**src/rtl/hazard_ctrl_pkg.sv**
```systemverilog
// Shared types and encodings for the hazard controller.
// The MD timing model is only used when HAZARD_MD_UNIT_EN is defined.
package hazard_ctrl_pkg;

  localparam logic [1:0] TUSE_D = 2'd0;
  localparam logic [1:0] TUSE_E = 2'd1;
  localparam logic [1:0] TUSE_M = 2'd2;

  localparam logic [1:0] TNEW_PC8  = 2'd0;
  localparam logic [1:0] TNEW_ALU  = 2'd1;
  localparam logic [1:0] TNEW_LOAD = 2'd2;

  localparam logic [3:0] MD_MULT_CYC = 4'd5;
  localparam logic [3:0] MD_DIV_CYC  = 4'd10;

  typedef struct packed {
    logic [4:0] a3;
    logic [1:0] tnew;
  } slot_t;

  function automatic logic [1:0] tnew_dec(
    input logic [1:0] t
  );
    return (t == TNEW_PC8) ? TNEW_PC8 : t - 2'd1;
  endfunction

  function automatic logic src_hz(
    input logic [4:0] r,
    input logic [1:0] tuse,
    input slot_t      e,
    input slot_t      m
  );
    logic e_hit;
    logic m_hit;
    e_hit = (e.a3 == r) && (tuse < e.tnew);
    m_hit = (m.a3 == r) && (tuse < m.tnew);
    return (r != 5'd0) && (e_hit || m_hit);
  endfunction

endpackage

```
**src/rtl/hazard_md_cnt.sv**
```systemverilog
// Multiply/divide occupancy counter.
// Loads the op latency on an accepted start, then counts down to idle.
module hazard_md_cnt
  import hazard_ctrl_pkg::*;
(
  input  logic clk,
  input  logic reset,
  input  logic start_i,
  input  logic div_i,
  output logic busy_o
);

  logic [3:0] cnt_q;
  logic [3:0] cnt_d;

  always_comb begin
    cnt_d = cnt_q;
    if (start_i) begin
      cnt_d = div_i ? MD_DIV_CYC : MD_MULT_CYC;
    end else if (cnt_q != 4'd0) begin
      cnt_d = cnt_q - 4'd1;
    end
  end

  always_ff @(posedge clk) begin
    if (reset) begin
      cnt_q <= 4'd0;
    end else begin
      cnt_q <= cnt_d;
    end
  end

  assign busy_o = (cnt_q != 4'd0);

endmodule

```
**src/rtl/hazard_ctrl.sv**
```systemverilog
// Stall/flush generator using Tuse/Tnew shadow slots for E and M.
// Define HAZARD_MD_UNIT_EN to add the multiply/divide busy interlock.
module hazard_ctrl
  import hazard_ctrl_pkg::*;
(
  input  logic       clk,
  input  logic       reset,
  input  logic [4:0] rs_D,
  input  logic [4:0] rt_D,
  input  logic [1:0] tuse_rs_D,
  input  logic [1:0] tuse_rt_D,
  input  logic [4:0] A3_D,
  input  logic [1:0] tnew_D,
  input  logic       md_start_D,
  input  logic       md_div_D,
  input  logic       md_use_D,
  output logic       stall,
  output logic       flush_E,
  output logic       md_busy
);

  slot_t e_q;
  slot_t e_d;
  slot_t m_q;
  slot_t m_d;
  logic  rs_hz;
  logic  rt_hz;
  logic  md_hz;

  always_comb begin
    rs_hz   = src_hz(rs_D, tuse_rs_D, e_q, m_q);
    rt_hz   = src_hz(rt_D, tuse_rt_D, e_q, m_q);
    stall   = rs_hz | rt_hz | md_hz;
    flush_E = stall;
    e_d     = '0;
    if (!stall) begin
      e_d = '{a3: A3_D, tnew: tnew_D};
    end
    m_d = '{a3: e_q.a3, tnew: tnew_dec(e_q.tnew)};
  end

  always_ff @(posedge clk) begin
    if (reset) begin
      e_q <= '0;
      m_q <= '0;
    end else begin
      e_q <= e_d;
      m_q <= m_d;
    end
  end

`ifdef HAZARD_MD_UNIT_EN
  // stall gates the start so a blocked MD op is not launched twice
  hazard_md_cnt u_md_cnt (
    .clk     (clk),
    .reset   (reset),
    .start_i (md_start_D & ~stall),
    .div_i   (md_div_D),
    .busy_o  (md_busy)
  );

  assign md_hz = md_use_D & md_busy;
`else
  logic unused_md;

  assign unused_md = ^{md_start_D, md_div_D, md_use_D};
  assign md_busy   = 1'b0;
  assign md_hz     = 1'b0;
`endif

endmodule

```
**config.mk**
```make
export PLATFORM = sky130hd
export DESIGN_NAME = hazard_ctrl
export DESIGN_NICKNAME = d
export VERILOG_FILES = /design/src/rtl/hazard_ctrl_pkg.sv /design/src/rtl/hazard_md_cnt.sv /design/src/rtl/hazard_ctrl.sv
export SDC_FILE = /design/constraint.sdc
export NUM_CORES = 1
export LEC_CHECK = 0
export ABC_CLOCK_PERIOD_IN_PS = 3000
export CAP_MARGIN = 20
export CORE_ASPECT_RATIO = 0.8
export CORE_MARGIN = 1
export CORE_UTILIZATION = 43
export DETAILED_ROUTE_END_ITERATION = 8
export PLACE_DENSITY = 0.78
export RECOVER_POWER = 25
export SLEW_MARGIN = 0
export SYNTH_ARGS = -nofsm -noshare
export SYNTH_HDL_FRONTEND = slang
export SYNTH_HIERARCHICAL = 1
export SYNTH_SLANG_ARGS = --single-unit
```
**constraint.sdc**
```tcl
create_clock -name clk -period 3 [get_ports clk]
set_clock_uncertainty 0.2 [all_clocks]
set_input_delay 0.75 -clock clk [delete_from_list [all_inputs] [get_ports clk]]
set_output_delay 0.75 -clock clk [all_outputs]
set_load 0.1 [all_outputs]
```
=== Word level (Yosys, flattened, before mapping) ===
Index checks and enable logic that the tools add are counted.

* Flip-flop bits (word level): 14
* Output and inout port bits: 3
* Logic and storage cells: 27

* Add/sub/neg operators: 1
* Magnitude comparators: 4
* Equality and inequality tests: 4
* Bitwise gates (word level): 1
* Reduce and logical (&&, ||, !) cells: 13

{| class="wikitable"
|+ Operator list
! cell !! number
|-
| $eq A5 B5 Y1 || 4
|-
| $reduce_bool A5 Y1 || 2
|-
| $lt A2 B2 Y1 || 4
|-
| $logic_and A1 B1 Y1 || 6
|-
| $reduce_or A2 Y1 || 2
|-
| $logic_not A2 Y1 || 1
|-
| $logic_or A1 B1 Y1 || 2
|-
| $sub A2 B1 Y2 const B || 1
|-
| $or A1 B1 Y1 || 1
|}

=== Longest topological paths before layout ===
* Depth after elaboration: 6
* Depth in mapped cells: 7
* Depth with buffers taken out: 6

=== Worst setup path after synthesis ===
Ideal clock, no wire load.

* Kind: input port to output port
* Start point: input port tuse_rt_D[1]
* End point: output port stall
* Arrival time: 2.928 ns
* Required time: 2.050 ns
* Slack: -0.878 ns
* Cell stages on the path: 6
* Path buffers: 1
* Cell sequence: ha_1 -> a2111oi_2 -> nand4_1 -> a21oi_2 -> or2_1 -> buf_4

* Longest elaborated chain between the ends: 5

{| class="wikitable"
|+ RTL lines
! what !! RTL line !! RTL
|-
| from (decl) || hazard_ctrl.sv:11 || <nowiki>input logic [1:0] tuse_rt_D,</nowiki>
|-
| $lt A2 B2 Y1 (on tied branches) || hazard_ctrl_pkg.sv:35, hazard_ctrl_pkg.sv:36 ||
|-
| $logic_and A1 B1 Y1 (on tied branches) || hazard_ctrl_pkg.sv:35, hazard_ctrl_pkg.sv:36 ||
|-
| $logic_or A1 B1 Y1 * || hazard_ctrl_pkg.sv:37 || <nowiki>return (r != 5'd0) && (e_hit || m_hit);</nowiki>
|-
| $logic_and A1 B1 Y1 * || hazard_ctrl_pkg.sv:37 ||
|-
| $or A1 B1 Y1 * || hazard_ctrl.sv:33 || <nowiki>stall = rs_hz | rt_hz | md_hz;</nowiki>
|-
| to (decl) || hazard_ctrl.sv:17 || <nowiki>output logic stall,</nowiki>
|}

Mark *: on every way between the ends. The rest lies on a longest branch, timed or not.

=== Worst setup path after layout ===
* Start point: input port rt_D[1]
* End point: output port stall

* Longest elaborated chain between the ends: 5

{| class="wikitable"
|+ RTL lines
! what !! RTL line !! RTL
|-
| from (decl) || hazard_ctrl.sv:9 || <nowiki>input logic [4:0] rt_D,</nowiki>
|-
| $eq A5 B5 Y1 (on tied branches) || hazard_ctrl_pkg.sv:35, hazard_ctrl_pkg.sv:36 ||
|-
| $logic_and A1 B1 Y1 (on tied branches) || hazard_ctrl_pkg.sv:35, hazard_ctrl_pkg.sv:36 ||
|-
| $logic_or A1 B1 Y1 || hazard_ctrl_pkg.sv:37 ||
|-
| $logic_and A1 B1 Y1 * || hazard_ctrl_pkg.sv:37 ||
|-
| $or A1 B1 Y1 * || hazard_ctrl.sv:33 ||
|}

Marks and branches as above.

==> impl_metrics.tcl <==
set metrics [dict create \
    run_status "complete, but fails checks" \
    violations "negative setup slack" \
    worstSetupEndpointType "primary output" \
    synth_area_per_cell_sq_um 9.824 \
    setup_viol 2 \
    synth_top_area_share_pct 35.22 \
    insertion_delay_ns 0.26 \
    antenna_found_initial 0 \
    r2r_end "e_q[5]" \
    synth_area_leaders "dfxtp_1, xor2_1, ha_1, nor4b_1, xnor2_1" \
    postRouteAntennaNets 0 \
    nets 151 \
    path_cells "buf_6, buf_6, xor2_1, nor4_1, nand3_1, a21oi_4, or2_4, buf_12" \
    place_congestion 0.9007 \
    cp_common_cell "buf_6" \
    synthFlopType "dfxtp_1" \
    syn_area_sq_um 795.8 \
    ys_seq_area_share_pct 35.22 \
    die_x_microns 50.10 \
    cp_data_arrival_time_ns 2.10 \
    cts-root-buf "clkbuf_4" \
    cts_tree "yes" \
    grt_max_degree 15 \
    hold_depth 1 \
    drc 0 \
    hp-start "e_q[0]" \
    max_cap_violations 0 \
    firstDrtPassIters 4 \
    coreArea_sq_um 1675 \
    async_flop_share_pct 0 \
    fin_crit_ns 3.054 \
    synth.cells.most_frequent "dfxtp_1, xor2_1, nor4b_1" \
    ys_ff_latch 14 \
    ioPinCount 29 \
    gr-total-overflow 0 \
    grt_pass1_wl_mm 3.277 \
    drv_slew 0 \
    num_antenna_cells 0 \
    clk_path_buf_depth 2 \
    syn_to_final_growth_pct 61.63 \
    min_to "m_q[0]" \
    total_power_mw 0.4517 \
    synthCells 81 \
    reg2reg_from "m_q[1]" \
    synthDistinctLibCells 21 \
    final_cell_area_sq_um 1286 \
    p_leak_nw 0.5127 \
    wl_mm 2.138 \
    placed_cell_area_sq_um 1202 \
    vias 716 \
    io_buffers 24 \
    crit_buf_inv 3 \
    post-route-period-util_pct 101.8 \
    numCtsBuffers 3 \
    grt_pass1_vias 756 \
    crit_slowest_cell "nor4_1" \
    clock-sinks 14 \
    drtIter0Drc 10 \
    fmax_mhz 327.4 \
    path_clk_slew_ns 0.07 \
    final_util_pct 76.77 \
    wl_per_cell_microns 15.27 \
    die_area_sq_um 2028 \
    synth_area_leader_cell "dfxtp_1" \
    drive_gt1_share_pct 41.53 \
    crit_family "simple AND/OR/NAND/NOR gates" \
    rr_worst_depth 8 \
    cp-start-kind "primary input" \
    dpl.hpwl_mm 1.567 \
    die_height_microns 40.48 \
    row_count 13 \
    synth-edff-count 0 \
    htreeDepth 1 \
    hold_viol 0 \
    hold_ws_ns 0.2279 \
    ys_warn_count 6 \
    syn_nets 112 \
    track_usage_pct 23.38 \
    grt_setup_unrepaired "true" \
    worst-path-max-fanout 2 \
    peakVddDrop_uv 272.3 \
    power_density_nw_per_um2 351.2 \
    setup_slack_ns -0.05447 \
    max_stage_delay_ns 0.28 \
    path_class "primary input to primary output" \
    cp.required_ns 2.05 \
    r2r_setup_slack_ns 1.01 \
    vias_per_cell 5.114 \
    worstHoldPathType "flop to flop" \
    initial_core_util_pct 47.50 \
]
## layer usage
layer	part of all wire, %	GRT usage (%)
met1	43	26.07
met2	52	45.00
met3	4.2	3.788
met4	0.51	11.43
met5	0	0
## through the flow
step,instances,setup WS [ns],setup TNS [ns]
2_1_floorplan,81,-0.2426,-0.2626
3_3_place_gp,136,-0.4840,-0.9681
3_5_place_dp,136,-0.5241,-1.048
4_1_cts,140,-0.09702,-0.1936
5_1_grt,140,-0.1105,-0.2210
6_report,140,-0.05447,-0.1085
## worst max-delay path by stage
stage | slack [ns] | depth (start not counted) | to | start
CTS | -0.1 | 8 | stall | rs_D[0]
global route | -0.11 | 8 | flush_E | rt_D[1]
detailed placement | -0.52 | 7 | stall | tuse_rs_D[1]
finish | -0.05 | 8 | stall | rt_D[1]
global placement | -0.48 | 7 | flush_E | tuse_rt_D[1]
floorplan | -0.24 | 6 | stall | tuse_rs_D[1]
## cell families (layout without fill, tap and decap cells)
group,count (synthesis),in the layout,synth area share [%]
AOI/OAI and AO/OA,6,6,7.233
xor gates and xnor gates,20,20,22.01
adders and majority gates,5,5,7.862
buffers and inverters,6,43,3.772
DFF,14,14,35.22
other,1,1,0.4712
and+or+nand+nor,29,29,23.43
## final cells by class
class,count,area (sq um)
Tap cell,22,27.53
Multi-Input combinational cell,61,619.3
Clock buffer,3,22.52
Inverter,3,11.26
Sequential cell,14,280.3
Fill cell,120,389.1
Timing Repair Buffer,37,325.3
## power by group
| group | leakage [nW] | internal, mW | switching (mW) |
|---|---|---|---|
| logic | 0.383 | 0.0757 | 0.0704 |
| clock network | 0.0138 | 0.0463 | 0.0505 |
| registers | 0.116 | 0.197 | 0.0118 |
| total | 0.513 | 0.319 | 0.133 |
## timing repair
| item | 4_1_cts | 5_1_grt |
|---|---|---|
| hold buffers | 0 | 0 |
| pin swaps | 16 | 10 |
| endpoints found under the setup margin | 2 | 2 |
| hold endpoints to repair | 0 | 0 |
| resized for setup | 60 | 12 |
| setup buffers | 1 | 0 |
## cell usage in the layout (no fill, tap or decap)
cell type | synthesis | final
o21ai_0 | 2 | 2
a2111oi_4 | 0 | 2
a21oi_2 | 2 | 1
clkbuf_2 | 0 | 4
a21oi_4 | 0 | 1
dfxtp_1 | 14 | 14
ha_1 | 5 | 3
nand2b_4 | 0 | 2
xnor2_1 | 6 | 6
xor2_2 | 0 | 4
nor2_1 | 4 | 2
ha_4 | 0 | 2
dlygate4sd3_1 | 0 | 1
nor3_1 | 2 | 2
clkbuf_4 | 0 | 3
nor2_4 | 0 | 2
or4_4 | 0 | 2
conb_1 | 1 | 1
nor4b_1 | 7 | 7
xor2_1 | 14 | 10
clkdlybuf4s50_1 | 0 | 7
nor4_1 | 2 | 1
buf_12 | 0 | 2
or2_4 | 0 | 1
dlygate4sd2_1 | 0 | 1
buf_4 | 2 | 10
nand4_1 | 2 | 2
nor4_2 | 0 | 1
nor2b_1 | 5 | 5
nand3_1 | 2 | 2
buf_8 | 0 | 1
buf_2 | 0 | 6
buf_6 | 0 | 5
inv_1 | 3 | 3
## registers in the layout (all words and copies together) (netlist names)
register and cells:
e_q 7, m_q 7
No activity file was read; power rests on OpenSTA's default activity.
==> RTL edit 1, RTL diff (same flow settings) <==
Make the reset (`reset`) asynchronous in one clocked block.
--- a/src/rtl/hazard_ctrl.sv
+++ b/src/rtl/hazard_ctrl.sv
@@ -41,3 +41,3 @@
 
-  always_ff @(posedge clk) begin
+  always_ff @(posedge clk or posedge reset) begin
     if (reset) begin
Function: differs if reset is asserted again (counterexample within 4 cycles, from zero or initial values and one cycle with reset high); with reset held inactive, the same outputs for 10 cycles.
==> RTL edit 1 against the unedited design <==
- synthesized area increased by 3.6%
- highest routed layer unchanged
- sequential power rose by 9%
- worst setup slack got worse by 0.0093 ns
- largest power group unchanged
- wire length is 9.0% lower
- cell area grew 4.4%
- global-route usage fell by 1.3 points
- sequential cell count did not move
- the run still ends with negative setup slack left
- total power up 20%
==> RTL edit 1: results <==
metrics = {
    "layout": {
        "antennaDiodeCount": 0,
        "fillers": 119,
        "largestRegisters": "e_q x7, m_q x7",
        "fin_nets": 137,
        "drive_gt1_share_pct": 45.3,
    },
    "global_routing": {
        "grt_use_met1_pct": 24.6,
        "met3_usage_pct": 2.22,
        "grtUsageMet2_pct": 43.4,
        "grt_first_pass_wirelength_um": 3110,
        "grt_antenna_before_repair": 0,
        "grt_pass1_vias": 704,
        "grt_max_degree": 15,
        "grt_use_total_pct": 22.1,
    },
    "logic_synthesis": {
        "synth_cell_types": 16,
        "synthAdderAreaFrac_pct": 6.07,
        "ys_top_cells_by_count": "14 x dfrtp_1, 12 x xnor2_1, 8 x xor2_1, 7 x nor3b_1",
        "async_flop_share_pct": 100,
        "synth-seq-area-share_pct": 42.5,
        "synth-compound-area-share_pct": 9.41,
        "synth_xor_area_share_pct": 21.2,
        "synth_nets": 102,
        "muxShareOfSynthArea_pct": 0,
        "synth_ff_type": "dfrtp_1",
        "synth_area_leaders": "dfrtp_1 42%, xnor2_1 13%, xor2_1 8.5%, a2111oi_2 7.3%, nor3b_1 6.4%",
        "yosysWarningCount": 6,
    },
    "placement": {
        "place_hpwl_um": 1600,
        "postPlaceCellArea_sq_um": 1250,
        "gp_congestion": 0.757,
    },
    "hold_path": {
        "min_path_type": "flop to flop",
    },
    "outcome": {
        "violations": "negative setup slack",
        "status": "finished with violations",
    },
    "sta": {
        "fin_ws_ns": -0.0637,
        "slew_headroom_pct": 65.8,
        "setup_viol": 2,
    },
    "critical_path": {
        "path_max_fanout": 2,
        "worst_ep_arrival_time_ns": 2.11,
    },
    "clocking": {
        "cts_buffers": 3,
        "path_clk_slew_ns": 0.08,
        "cts-root-buf": "clkbuf_4",
        "clk-insertion-delay-late_ns": 0.27,
        "clock_path_buffers": 2,
    },
    "power": {
        "ir_drop_mv": 0.417,
        "leakagePower_nw": 0.528,
    },
    "route": {
        "drtIter0Drc": 12,
        "avgRoutedWirePerCell_um": 15.2,
        "vias_per_cell": 5.15,
        "first_pass_iters": 4,
    },
    "run": {
        "maxCapViolations": 0,
    },
}
-- RTL edit 1: final timing paths --
check                                  from          endpoint  slack [ns]  cells past startpoint
setup / recovery               tuse_rt_D[1]           flush_E       -0.06                      7
hold / removal             e_q[6]$_DFF_PP0_  m_q[6]$_DFF_PP0_        0.26                      0
setup reg to reg           e_q[1]$_DFF_PP0_  e_q[6]$_DFF_PP0_        0.99                      8
hold reg to reg            e_q[6]$_DFF_PP0_  m_q[6]$_DFF_PP0_        0.26                      0
max in group asynchronous             reset  e_q[5]$_DFF_PP0_        1.65                      2
min in group asynchronous             reset  e_q[0]$_DFF_PP0_        0.60                      2
-- RTL edit 1: cell type report --
| class | instances | area, sq um | area share [%] |
|---|---|---|---|
| Multi-Input combinational cell | 53 | 627 | 46.7 |
| Sequential cell | 14 | 350 | 26.1 |
| Timing Repair Buffer | 32 | 290 | 21.6 |
| Clock buffer | 4 | 36.3 | 2.70 |
| Tap cell | 22 | 27.5 | 2.05 |
| Inverter | 3 | 11.3 | 0.839 |
-- RTL edit 1: stage by stage --
step	TNS (ns)	util, %	instances	setup slack, ns
after detailed placement	-1.16	73.3	123	-0.581
final	-0.127	78.6	128	-0.0637
after global placement	-1.05	73.3	123	-0.524
after global routing	-0.211	78.6	128	-0.106
after CTS	-0.178	77.4	128	-0.0899
after floorplan	-0.264	-	72	-0.243
-- RTL edit 1: timing repair --
action,in CTS,in global routing
hold buffers,0,0
setup buffers,1,0
hold endpoints to repair,0,0
pin swaps,15,12
setup endpoints to repair,2,2
gates cloned,0,0
gates resized for setup,52,9
-- RTL edit 1: per-layer routing --
metal | wire (um) | share of wire [%]
met4 | 29 | 1.5
met1 | 816 | 42
met2 | 1030 | 53
met5 | 0 | 0
met3 | 71 | 3.7
-- RTL edit 1: kinds of logic after synthesis --
family,count (synthesis)
AOI/OAI and AO/OA,6
xor gates and xnor gates,20
adders and majority gates,4
buffers and inverters,5
DFF,14
other,1
and+or+nand+nor,22
-- RTL edit 1: report_power, final --
part	internal [mW]	switching, mW	total, mW
registers	0.205	0.0219	0.227
logic	0.0955	0.0878	0.183
clock network	0.0737	0.0576	0.131
-- RTL edit 1: critical path: stages --
cell and delay [ns]:
buf_4 0.13, ha_4 0.21, a2111oi_4 0.30, nand4_1 0.17
a21oi_2 0.20, or2_4 0.18, buf_12 0.17
==> RTL edit 2, RTL diff (config.mk and constraints unchanged) <==
Made on the original files. Add a define of `HAZARD_MD_UNIT_EN`.
--- a/src/rtl/hazard_ctrl.sv
+++ b/src/rtl/hazard_ctrl.sv
@@ -2,2 +2,4 @@
 // Define HAZARD_MD_UNIT_EN to add the multiply/divide busy interlock.
+`define HAZARD_MD_UNIT_EN
+
 module hazard_ctrl
Formal check against the unedited RTL: not equivalent (Yosys sat finds a counterexample within 4 cycles, from zero or initial values and one cycle with reset high).
==> RTL edit 2 against the unedited design <==
- largest power group is now combinational logic
- sequential cell count rose by 4
- synthesized area increased by 31%
- global-route usage rose by 0.60 points
- total power is 150% higher
- critical path depth is 1 lower
- sequential share of layout area grew 0.21 points
- worst setup slack lost 0.039 ns
- the flow finishes with violations (design-rule violations, negative setup slack)
- cell count grew 26%
- critical path type unchanged
- wire length up 43%
- synthesized cell count grew 32%
- combinational power increased to 4.4 times the old value
- cell area increased by 27%
==> RTL edit 2: results <==
metrics = {
    "placement": {
        "pre_cts_slack_ns": -0.508,
        "place_hpwl_um": 2210,
        "numPortBuffers": 28,
        "gp_congestion": 0.850,
        "dp.cells": 171,
    },
    "sta": {
        "fin_ws_ns": -0.0936,
        "setup_viol": 2,
    },
    "route": {
        "vias": 975,
        "vias_per_cell": 5.51,
        "dr_wl_met2_um": 1470,
        "wl_met1_um": 1430,
        "post-route-drc-count": 4,
        "dr_wl_met3_um": 123,
        "avgRoutedWirePerCell_um": 17.3,
        "drtIter0Drc": 20,
        "first_pass_iters": 6,
    },
    "outcome": {
        "status": "finished with violations",
        "violations": "design-rule violations, negative setup slack",
    },
    "global_routing": {
        "grt_use_total_pct": 24.0,
        "grt_pass1_vias": 1007,
        "grt_max_degree": 12,
    },
    "logic_synthesis": {
        "synth_nets": 140,
        "synth_cell_types": 33,
        "ys_top_cells_by_count": "18 x dfxtp_1, 17 x xor2_1, 8 x nor4b_1, 7 x ha_1, 6 x nor2b_1",
        "synth-seq-area-share_pct": 34.7,
        "synthCells": 107,
        "synth_xor_area_share_pct": 17.7,
        "synth-compound-area-share_pct": 9.52,
        "synth_area_leaders": "dfxtp_1 35%, xor2_1 14%, ha_1 8.4%, nor4b_1 6.7%, nor2b_1 3.6%",
    },
    "layout": {
        "largestRegisters": "e_q x7, m_q x7, u_md_cnt/cnt_q x4",
        "antennaDiodeCount": 0,
        "fin_nets": 186,
    },
    "critical_path": {
        "crit_family": "compound AO/OA/AOI/OAI gates",
        "r2r_slack_ns": 0.26,
        "worst_ep_arrival_time_ns": 2.14,
        "worst-r2r-cell-count": 11,
    },
    "power": {
        "ir_drop_mv": 0.601,
    },
    "clocking": {
        "path_clk_slew_ns": 0.10,
        "cts_post_setup_buffers_inserted": 2,
    },
}
## RTL edit 2: layer usage
metal | global-route usage [%] | vias to the layer above
met5 | 0 | -
met3 | 2.56 | 4
met2 | 43.1 | 29
met4 | 8.78 | 0
li1 | - | 469
met1 | 30.4 | 473
## RTL edit 2: power by group
part | internal, mW | switching [mW]
clock network | 0.0739 | 0.0689
logic | 0.264 | 0.378
registers | 0.288 | 0.0523
## RTL edit 2: layout make-up
type / count / area, sq um
Multi-Input combinational cell: 81 / 810
Fill cell: 158 / 577
Sequential cell: 18 / 360
Tap cell: 25 / 31.3
Timing Repair Buffer: 43 / 378
Clock buffer: 4 / 36.3
Inverter: 6 / 22.5
## RTL edit 2: cells by family after synthesis
family	count (synthesis)
buffers and inverters	8
AND/OR/NAND/NOR	42
adder cells (fa/ha/maj)	7
XOR/XNOR	21
AO/OA/AOI/OAI	11
flip-flops	18
## RTL edit 2: metrics by stage
| step | setup TNS (ns) | util (%) | hold WS [ns] | area (sq um) |
|---|---|---|---|---|
| finish | -0.186 | 74.0 | 0.327 | 1640 |
| global placement | -2.36 | 66.9 | 0.277 | 1480 |
| detailed placement | -2.65 | 66.9 | 0.283 | 1480 |
| global route | -0.304 | 74.0 | 0.348 | 1640 |
| floorplan | -0.263 | - | 0.223 | 1080 |
| CTS | -0.107 | 70.9 | 0.331 | 1570 |
## RTL edit 2: worst paths after layout
check / end / startpoint
setup / recovery: flush_E / tuse_rs_D[1]
hold / removal: m_q[6]$_SDFF_PP0_ / e_q[6]$_SDFF_PP0_
setup reg to reg: u_md_cnt/cnt_q[0]$_SDFFE_PP0P_ / m_q[1]$_SDFF_PP0_
hold reg to reg: m_q[6]$_SDFF_PP0_ / e_q[6]$_SDFF_PP0_
